===== src/rtl/console_lamp_scan_ctrl.sv =====
`default_nettype none
// ============================================================================
// Module      : console_lamp_scan_ctrl
// Description : Scan sequencer for the console lamp matrix on inverting
//               (input low = lamp lit) control light driver cards.
//               Time-multiplexes N_GROUPS x GROUP_W lamp states onto one
//               GROUP_W driver bus with one-cold group selects. Each group
//               gets BLANK all-off clocks followed by DWELL driven clocks.
//               Adds per-lamp blink, a LAMP TEST override and a lamp walk.
// Ports       : clk         system clock, rising edge
//               reset       synchronous, active-high
//               lamp_state  1 = lamp on (lamp i -> group i/GROUP_W, bit i%GROUP_W)
//               blink_mask  1 = lamp blinks while its lamp_state bit is 1
//               lamp_test   level, 1 = every lamp lit
//               walk_start  one-clock pulse, starts the lamp walk
//               drv_n       driver inputs, 0 = lit
//               grp_sel_n   one-cold group enable, 0 = selected
//               walk_busy   1 while the lamp walk runs
//               frame_tick  one-clock pulse at the end of every scan frame
// Revision    : 1.0 - initial release
// ============================================================================
module console_lamp_scan_ctrl #(
  parameter int N_GROUPS  = 4,
  parameter int GROUP_W   = 8,
  parameter int DWELL     = 16,
  parameter int BLANK     = 2,
  parameter int BLINK_DIV = 8
) (
  input  logic                          clk,
  input  logic                          reset,
  input  logic [N_GROUPS*GROUP_W-1:0]   lamp_state,
  input  logic [N_GROUPS*GROUP_W-1:0]   blink_mask,
  input  logic                          lamp_test,
  input  logic                          walk_start,
  output logic [GROUP_W-1:0]            drv_n,
  output logic [N_GROUPS-1:0]           grp_sel_n,
  output logic                          walk_busy,
  output logic                          frame_tick
);

  localparam int C_N_LAMPS = N_GROUPS * GROUP_W;
  localparam int C_CNT_MAX = (DWELL > BLANK) ? DWELL : BLANK;
  localparam int C_CNT_W   = $clog2(C_CNT_MAX + 1);
  localparam int C_GRP_W   = $clog2(N_GROUPS);
  localparam int C_FRM_W   = $clog2(BLINK_DIV + 1);
  localparam int C_IDX_W   = $clog2(C_N_LAMPS);

  typedef enum logic [0:0] {
    S_BLANK = 1'b0,
    S_DRIVE = 1'b1
  } state_e;

  state_e               state_q, state_d;
  logic [C_CNT_W-1:0]   cnt_q, cnt_d;
  logic [C_GRP_W-1:0]   grp_q, grp_d;
  logic [C_FRM_W-1:0]   frm_q, frm_d;
  logic                 phase_q, phase_d;
  logic                 busy_q, busy_d;
  logic [C_IDX_W-1:0]   idx_q, idx_d;
  logic [GROUP_W-1:0]   drv_n_q, drv_n_d;
  logic [N_GROUPS-1:0]  sel_n_q, sel_n_d;
  logic                 tick_q, tick_d;

  // Per-group views of the flat lamp vectors, plus the walk pattern for
  // every group, so the active group can be picked with a plain array index.
  logic [GROUP_W-1:0]   w_state_grp [N_GROUPS];
  logic [GROUP_W-1:0]   w_blink_grp [N_GROUPS];
  logic [GROUP_W-1:0]   w_walk_grp  [N_GROUPS];

  for (genvar gi = 0; gi < N_GROUPS; gi++) begin : g_grp
    assign w_state_grp[gi] = lamp_state[gi*GROUP_W +: GROUP_W];
    assign w_blink_grp[gi] = blink_mask[gi*GROUP_W +: GROUP_W];
    for (genvar bi = 0; bi < GROUP_W; bi++) begin : g_bit
      assign w_walk_grp[gi][bi] = (idx_q == C_IDX_W'(gi*GROUP_W + bi));
    end
  end

  logic                 w_blank_done;
  logic                 w_dwell_done;
  logic                 w_last_grp;
  logic                 w_frame_end;
  logic [GROUP_W-1:0]   w_lit;

  assign w_blank_done = (state_q == S_BLANK) && (cnt_q == C_CNT_W'(BLANK - 1));
  assign w_dwell_done = (state_q == S_DRIVE) && (cnt_q == C_CNT_W'(DWELL - 1));
  assign w_last_grp   = (grp_q == C_GRP_W'(N_GROUPS - 1));
  assign w_frame_end  = w_dwell_done && w_last_grp;

  // Lit pattern for the group about to be driven: lamp test beats the walk,
  // the walk beats normal status display.
  always_comb begin
    w_lit = w_state_grp[grp_q] & ~(w_blink_grp[grp_q] & {GROUP_W{phase_q}});
    if (lamp_test) begin
      w_lit = {GROUP_W{1'b1}};
    end else if (busy_q) begin
      w_lit = w_walk_grp[grp_q];
    end
  end

  // Scan FSM next state and registered output next values.
  always_comb begin
    state_d = state_q;
    cnt_d   = cnt_q + 1'b1;
    grp_d   = grp_q;
    drv_n_d = drv_n_q;
    sel_n_d = sel_n_q;
    tick_d  = w_frame_end;
    case (state_q)
      S_BLANK: begin
        if (w_blank_done) begin
          state_d = S_DRIVE;
          cnt_d   = '0;
          // Group word is frozen here for the whole dwell.
          drv_n_d = ~w_lit;
          sel_n_d = ~(N_GROUPS'(1) << grp_q);
        end
      end
      S_DRIVE: begin
        if (w_dwell_done) begin
          state_d = S_BLANK;
          cnt_d   = '0;
          grp_d   = w_last_grp ? '0 : grp_q + 1'b1;
          drv_n_d = '1;
          sel_n_d = '1;
        end
      end
      default: begin
        state_d = S_BLANK;
        cnt_d   = '0;
        drv_n_d = '1;
        sel_n_d = '1;
      end
    endcase
  end

  // Blink divider and lamp walk, both paced by frame ends.
  always_comb begin
    frm_d   = frm_q;
    phase_d = phase_q;
    busy_d  = busy_q;
    idx_d   = idx_q;
    if (w_frame_end) begin
      if (frm_q == C_FRM_W'(BLINK_DIV - 1)) begin
        frm_d   = '0;
        phase_d = ~phase_q;
      end else begin
        frm_d   = frm_q + 1'b1;
      end
    end
    // A start coinciding with a frame end wins: the walk begins at lamp 0.
    if (walk_start && !busy_q) begin
      busy_d = 1'b1;
      idx_d  = '0;
    end else if (busy_q && w_frame_end) begin
      if (idx_q == C_IDX_W'(C_N_LAMPS - 1)) begin
        busy_d = 1'b0;
        idx_d  = '0;
      end else begin
        idx_d  = idx_q + 1'b1;
      end
    end
  end

  always_ff @(posedge clk) begin
    if (reset) begin
      state_q <= S_BLANK;
      cnt_q   <= '0;
      grp_q   <= '0;
      frm_q   <= '0;
      phase_q <= 1'b0;
      busy_q  <= 1'b0;
      idx_q   <= '0;
      drv_n_q <= '1;
      sel_n_q <= '1;
      tick_q  <= 1'b0;
    end else begin
      state_q <= state_d;
      cnt_q   <= cnt_d;
      grp_q   <= grp_d;
      frm_q   <= frm_d;
      phase_q <= phase_d;
      busy_q  <= busy_d;
      idx_q   <= idx_d;
      drv_n_q <= drv_n_d;
      sel_n_q <= sel_n_d;
      tick_q  <= tick_d;
    end
  end

  assign drv_n      = drv_n_q;
  assign grp_sel_n  = sel_n_q;
  assign walk_busy  = busy_q;
  assign frame_tick = tick_q;

endmodule
`default_nettype wire


===== config.mk =====
export PLATFORM = sky130hd
export DESIGN_NAME = console_lamp_scan_ctrl
export DESIGN_NICKNAME = d
export VERILOG_FILES = /design/src/rtl/console_lamp_scan_ctrl.sv
export SDC_FILE = /design/constraint.sdc
export NUM_CORES = 1
export LEC_CHECK = 0
export ABC_AREA = 1
export BUFFER_PORTS_ARGS = -buffer_cell sky130_fd_sc_hd__buf_2
export CORE_MARGIN = 4
export CORE_UTILIZATION = 44
export CTS_BUF_LIST = sky130_fd_sc_hd__clkbuf_16
export CTS_CLUSTER_DIAMETER = 30
export DETAILED_ROUTE_END_ITERATION = 16
export HOLD_SLACK_MARGIN = 0.02
export PLACE_DENSITY = 0.76
export REMOVE_ABC_BUFFERS = 1
export SLEW_MARGIN = 20
export SYNTH_ARGS = -nofsm -noshare
export SYNTH_HDL_FRONTEND = slang
export SYNTH_SLANG_ARGS = --single-unit

===== constraint.sdc =====
create_clock -name clk -period 1.61 [get_ports clk]
set_input_delay 0.0805 -clock clk [delete_from_list [all_inputs] [get_ports clk]]
set_output_delay 0.0805 -clock clk [all_outputs]
set_load 0.05 [all_outputs]

==> results of run 1 <==
==> repair_timing <==
action,4_1_cts,5_1_grt
endpoints found under the setup margin,8,17
hold buffers,0,0
setup buffers,0,2
resized for setup,5,15
pin swaps,1,4
==> worst max-delay path, cell delays in order (launching register included) <==
cell and delay, ns:
dfxtp_2 0.35, ha_4 0.14, and3_4 0.19, ha_4 0.15, nand2_8 0.07, nor2_8 0.19, nand2_8 0.10, o21bai_4 0.24
nor3_2 0.06
==> per-layer routing <==
metal,up-vias,global-route usage,part of all wire
li1,1200,-,-
met1,1038,0.2083,0.41
met2,70,0.3336,0.51
met3,12,0.04333,0.062
met4,0,0.08333,0.020
met5,-,0,0
==> per-stage QoR <==
| step | worst slack (ns) | cells | TNS (ns) | cell area [um^2] |
|---|---|---|---|---|
| 2_1_floorplan | -0.1008 | 294 | -0.4754 | 2024 |
| 3_3_place_gp | 0.04348 | 443 | 0 | 2615 |
| 3_5_place_dp | -0.02082 | 443 | -0.02842 | 2615 |
| 4_1_cts | 0.01737 | 451 | 0 | 2799 |
| 5_1_grt | -0.07276 | 453 | -0.3595 | 2887 |
| 6_report | 0.02460 | 453 | 0 | 2887 |
==> area by class of cell <==
cell class	count	area, um^2
fill	393	1588
multi-input combinational	235	1361
sequential	32	645.6
timing repair buffer	99	540.5
clock buffer	5	125.1
inverter	27	106.4
tap	52	65.06
clock inverter	3	42.54
==> state kept, by name (all words and copies together) (netlist names) <==
name	count
frm_q	4
state_q	1
idx_q	5
grp_sel_n	4
cnt_q	5
walk_busy	1
grp_q	2
phase_q	1
frame_tick	1
drv_n	8
==> cell usage after synthesis, drive strengths merged <==
cell / n / area (um^2)
a211oi: 2 / 20.02
a21oi: 16 / 80.08
and3: 1 / 6.260
buf: 11 / 60.05
clkinv: 1 / 8.760
dfxtp: 32 / 640.6
ha: 14 / 175.2
inv: 26 / 97.60
nand2: 79 / 319.1
nand3: 62 / 310.3
nand4: 6 / 43.79
nor2: 32 / 143.9
nor3: 8 / 60.06
o211ai: 4 / 30.03
o21ai: 5 / 28.78
o21bai: 1 / 18.77
or2: 1 / 6.260
xnor2: 2 / 17.52
xor2: 2 / 17.52
==> worst paths after layout <==
check                start  endpoint  cells after the start
setup / recovery  cnt_q[0]  idx_q[2]                      8
hold / removal       reset   state_q                      2
setup reg to reg  cnt_q[0]  idx_q[2]                      8
hold reg to reg   drv_n[1]  drv_n[1]                      2
==> report_power, final <==
part | leakage (nW) | switching (W) | internal, W
sequential | 0.262 | 0.0000636 | 0.000884
combinational | 0.983 | 0.000458 | 0.000224
clock | 0.0798 | 0.000353 | 0.000726
total | 1.32 | 0.000874 | 0.00183
==> logic make-up after synthesis <==
group / count (synthesis) / synth area share
xor gates and xnor gates: 4 / 0.01681
DFF: 32 / 0.3073
and+or+nand+nor: 189 / 0.4268
adders and majority gates: 14 / 0.08403
buffers and inverters: 38 / 0.07983
AOI/OAI and AO/OA: 28 / 0.08524
==> results.ini, run 1 <==
[synthesis]
syn-instance-count = 305
synth-seq-cells = 32
netlist_area_mm2 = 0.002084
yosys_warnings = 0
avgSynthCellArea_um2 = 6.834
ys_seq_area_frac = 0.3073
ys_types = 29

[placement]
place_congestion = 0.8535
hpwl_mm = 4.250
io_buffers = 81

[timing]
min_period_over_period = 0.9847
maxSlewViolCount = 0
skew_ns = 0.007638
max_slew.worst_pin.slew_ns = 0.4493
setup_viol = 0
fin_crit_ns = 1.585
whs_ns = 0.07918
max_freq_ghz = 0.6308
rsz0062_at_grt = true
slew_headroom = 0.7000
hold_viol = 0

[worst_setup_path]
critical_path.startpoint_type = flip-flop
endpoint_kind = flip-flop
setup.worst_path.class = reg -> reg
worstPathArrival_ns = 1.76
r2r_slack_ns = 0.02
cp_max_fo = 8
required_ns = 1.78

[die]
fp.dieW_um = 76.83
die_h_um = 76.83
io-pin-count = 82
start_util = 0.4659
core_mm2 = 0.004474
row_count = 24
design.die.area_mm2 = 0.005903

[cells_and_area]
final_cell_mix = buf_2, nand2_1, nand3_1, dfxtp_1, nor2_1
drive_gt1_frac = 0.3416
syn2layout_area_growth_pct = 38.48
mostFrequentLayoutCell = buf_2
fin_util = 0.6451
antenna_cells = 0
finish.net_count = 482

[flow_run]
drv_cap = 0

[pwr]
leakage_nw = 1.325
power_density_mw_per_mm2 = 938.2
power_w = 0.002708
peakVddDrop_mv = 0.4934

[routing]
final_antenna_net_count = 0
wl_per_cell_um = 12.74
drt_iter0_drc = 88
wl_mm = 5.772
vias = 2320
dr.pass1.iters = 4
avgViaCountPerCell = 5.121
drc = 0

[clock_network]
clockBufferDepth = 2
clk_pin_slew_worst_paths_ns = 0.06
cts.sinks = 32
htree_levels = 2
cts_buffers = 5
cts_tree = yes
insertion_delay_ns = 0.28
root_buffer = clkbuf_16

[grt]
grt_max_degree = 33
grt_pass1_vias = 2121
grt.total_usage = 0.1864
antenna_found_initial = 0
grt_pass1_wl_mm = 9.121
grt_overflow = 0

[outcome]
status = completed

[min_path]
hold_class = in -> reg

(Power assumes the default switching activity.)
==> run 2: changes to the inputs <==
--- a/config.mk
+++ b/config.mk
@@ -13,6 +13,7 @@
 export CTS_CLUSTER_DIAMETER = 30
 export DETAILED_ROUTE_END_ITERATION = 16
 export HOLD_SLACK_MARGIN = 0.02
+export MAX_ROUTING_LAYER = met4
 export PLACE_DENSITY = 0.76
 export REMOVE_ABC_BUFFERS = 1
 export SLEW_MARGIN = 20
==> results.ini, run 2 (synthesis results as in run 1) <==
[grt]
grt_pass1_wl_mm = 9.128  ; about the same
antenna_found_initial = 0  ; unchanged
grt_pass1_vias = 2119  ; -0.094%
grt.total_usage = 0.1919  ; +0.005443
grt_overflow = 0  ; unchanged
grt_max_degree = 33  ; unchanged

[clock_network]
cts_hold_buf = 0  ; unchanged
cts_tree = yes
insertion_delay_ns = 0.28  ; about the same
htree_levels = 2  ; unchanged
clk_pin_slew_worst_paths_ns = 0.06  ; about the same
cts.sinks = 32  ; unchanged
clockBufferDepth = 2  ; unchanged
root_buffer = clkbuf_16
cts_buffers = 5  ; unchanged

[timing]
fin_crit_ns = 1.586  ; +0.0005405 ns
fin_ws_ns = 0.02406  ; -0.0005405 ns
rsz0062_at_grt = true
slew_headroom = 0.7000  ; about the same
max_slew.worst_pin.slew_ns = 0.4493  ; +0.00002396 ns
hold_viol = 0  ; unchanged
maxSlewViolCount = 0  ; unchanged
min_period_over_period = 0.9851  ; about the same
skew_ns = 0.007730  ; +0.00009215 ns
max_freq_ghz = 0.6305  ; about the same
setup_viol = 0  ; unchanged
finalSetupTns_ns = 0  ; unchanged

[min_path]
hold_class = in -> reg

[routing]
dr.pass1.iters = 4  ; unchanged
vias = 2320  ; unchanged
drc = 0  ; unchanged
avgViaCountPerCell = 5.121  ; unchanged
wl_per_cell_um = 12.74  ; about the same
wl_mm = 5.773  ; about the same
final_antenna_net_count = 0  ; unchanged
drt_iter0_drc = 103  ; +17%

[outcome]
status = completed

[pwr]
power_w = 0.002707  ; about the same
peakVddDrop_mv = 0.4935  ; about the same
power_density_mw_per_mm2 = 938.0  ; about the same
leakage_nw = 1.325  ; unchanged

[die]
row_count = 24  ; unchanged
die_h_um = 76.83  ; unchanged
io-pin-count = 82  ; unchanged
core_mm2 = 0.004474  ; unchanged
design.die.area_mm2 = 0.005903  ; unchanged
fp.dieW_um = 76.83  ; unchanged
start_util = 0.4659  ; unchanged

[cells_and_area]
largest_register_ffs = 8  ; unchanged
drive_gt1_frac = 0.3416  ; unchanged
finish.net_count = 482  ; unchanged
antenna_cells = 0  ; unchanged
syn2layout_area_growth_pct = 38.48  ; unchanged
mostFrequentLayoutCell = buf_2
stdcell_count = 453  ; unchanged
seq_area_um2 = 645.6  ; unchanged
final_cell_mix = buf_2, nand2_1, nand3_1, dfxtp_1, nor2_1
n_fill_cell = 393  ; unchanged
multiInputGateArea_mm2 = 0.001361  ; unchanged

[placement]
io_buffers = 81  ; unchanged
dp_cells = 443  ; unchanged
place_congestion = 0.8671  ; +1.6%
pre_cts_ws_ns = -0.02082  ; unchanged
hpwl_mm = 4.250  ; unchanged

[worst_setup_path]
cp_max_fo = 8  ; unchanged
worstPathArrival_ns = 1.76  ; about the same
crit_chain = ha_4, and3_4, ha_4, nand2_8, nor2_8, nand2_8, o21bai_4, nor3_2
cp_slowest_stage_delay_ns = 0.35  ; about the same
setup.worst_path.class = reg -> reg
critical_path.startpoint_type = flip-flop
crit_family = simple AND/OR/NAND/NOR gates
cp_num_buf_inv = 0  ; unchanged
cp_slowest_cell = dfxtp_2
required_ns = 1.78  ; about the same
endpoint_kind = flip-flop

[flow_run]
drv_cap = 0  ; unchanged

-- run 2: power breakdown --
part	internal, W	switching, W
clock	0.000726	0.000353
combinational	0.000224	0.000457
sequential	0.000884	0.0000634
-- run 2: final timing paths --
path,slack [ns],startpoint,cells after the start,to
worst max-delay path,0.02,cnt_q[0],8,idx_q[2]
worst min-delay path,0.08,reset,2,state_q
worst max register to register,0.02,cnt_q[0],8,idx_q[2]
worst min register to register,0.46,drv_n[1],2,drv_n[1]
-- run 2: routing by layer --
| layer | GRT usage | vias up | routed length (um) |
|---|---|---|---|
| met4 | 0.08333 | 0 | 113 |
| met5 | - | - | 0 |
| met1 | 0.2097 | 1040 | 2375 |
| li1 | - | 1200 | - |
| met3 | 0.04333 | 12 | 350 |
| met2 | 0.3328 | 68 | 2933 |
-- run 2: layout make-up --
class	count	share of cell area
tap	52	0.02254
clock buffer	5	0.04335
multi-input combinational	235	0.4716
timing repair buffer	99	0.1873
sequential	32	0.2237
inverter	27	0.03684
clock inverter	3	0.01474
-- run 2: what timing repair did --
action,in CTS,in global routing
endpoints found under the setup margin,8,17
resized for setup,5,15
buffers inserted,0,2
cloned,0,0
pin swaps,1,4
-- run 2: stage by stage --
| stage | utilization | hold slack [ns] | cell area [um^2] |
|---|---|---|---|
| global route | 0.6451 | 0.09137 | 2887 |
| CTS | 0.6256 | 0.06917 | 2799 |
| global placement | 0.5845 | 0.3646 | 2615 |
| floorplan | - | 0.1496 | 2024 |
| detailed placement | 0.5845 | 0.3629 | 2615 |
| finish | 0.6451 | 0.07796 | 2887 |
-- run 2: worst register-to-register path, cell delays in order, from the launching register on --
cell      delay, ns
dfxtp_2        0.35
ha_4           0.14
and3_4         0.19
ha_4           0.15
nand2_8        0.07
nor2_8         0.19
nand2_8        0.11
o21bai_4       0.24
nor3_2         0.06
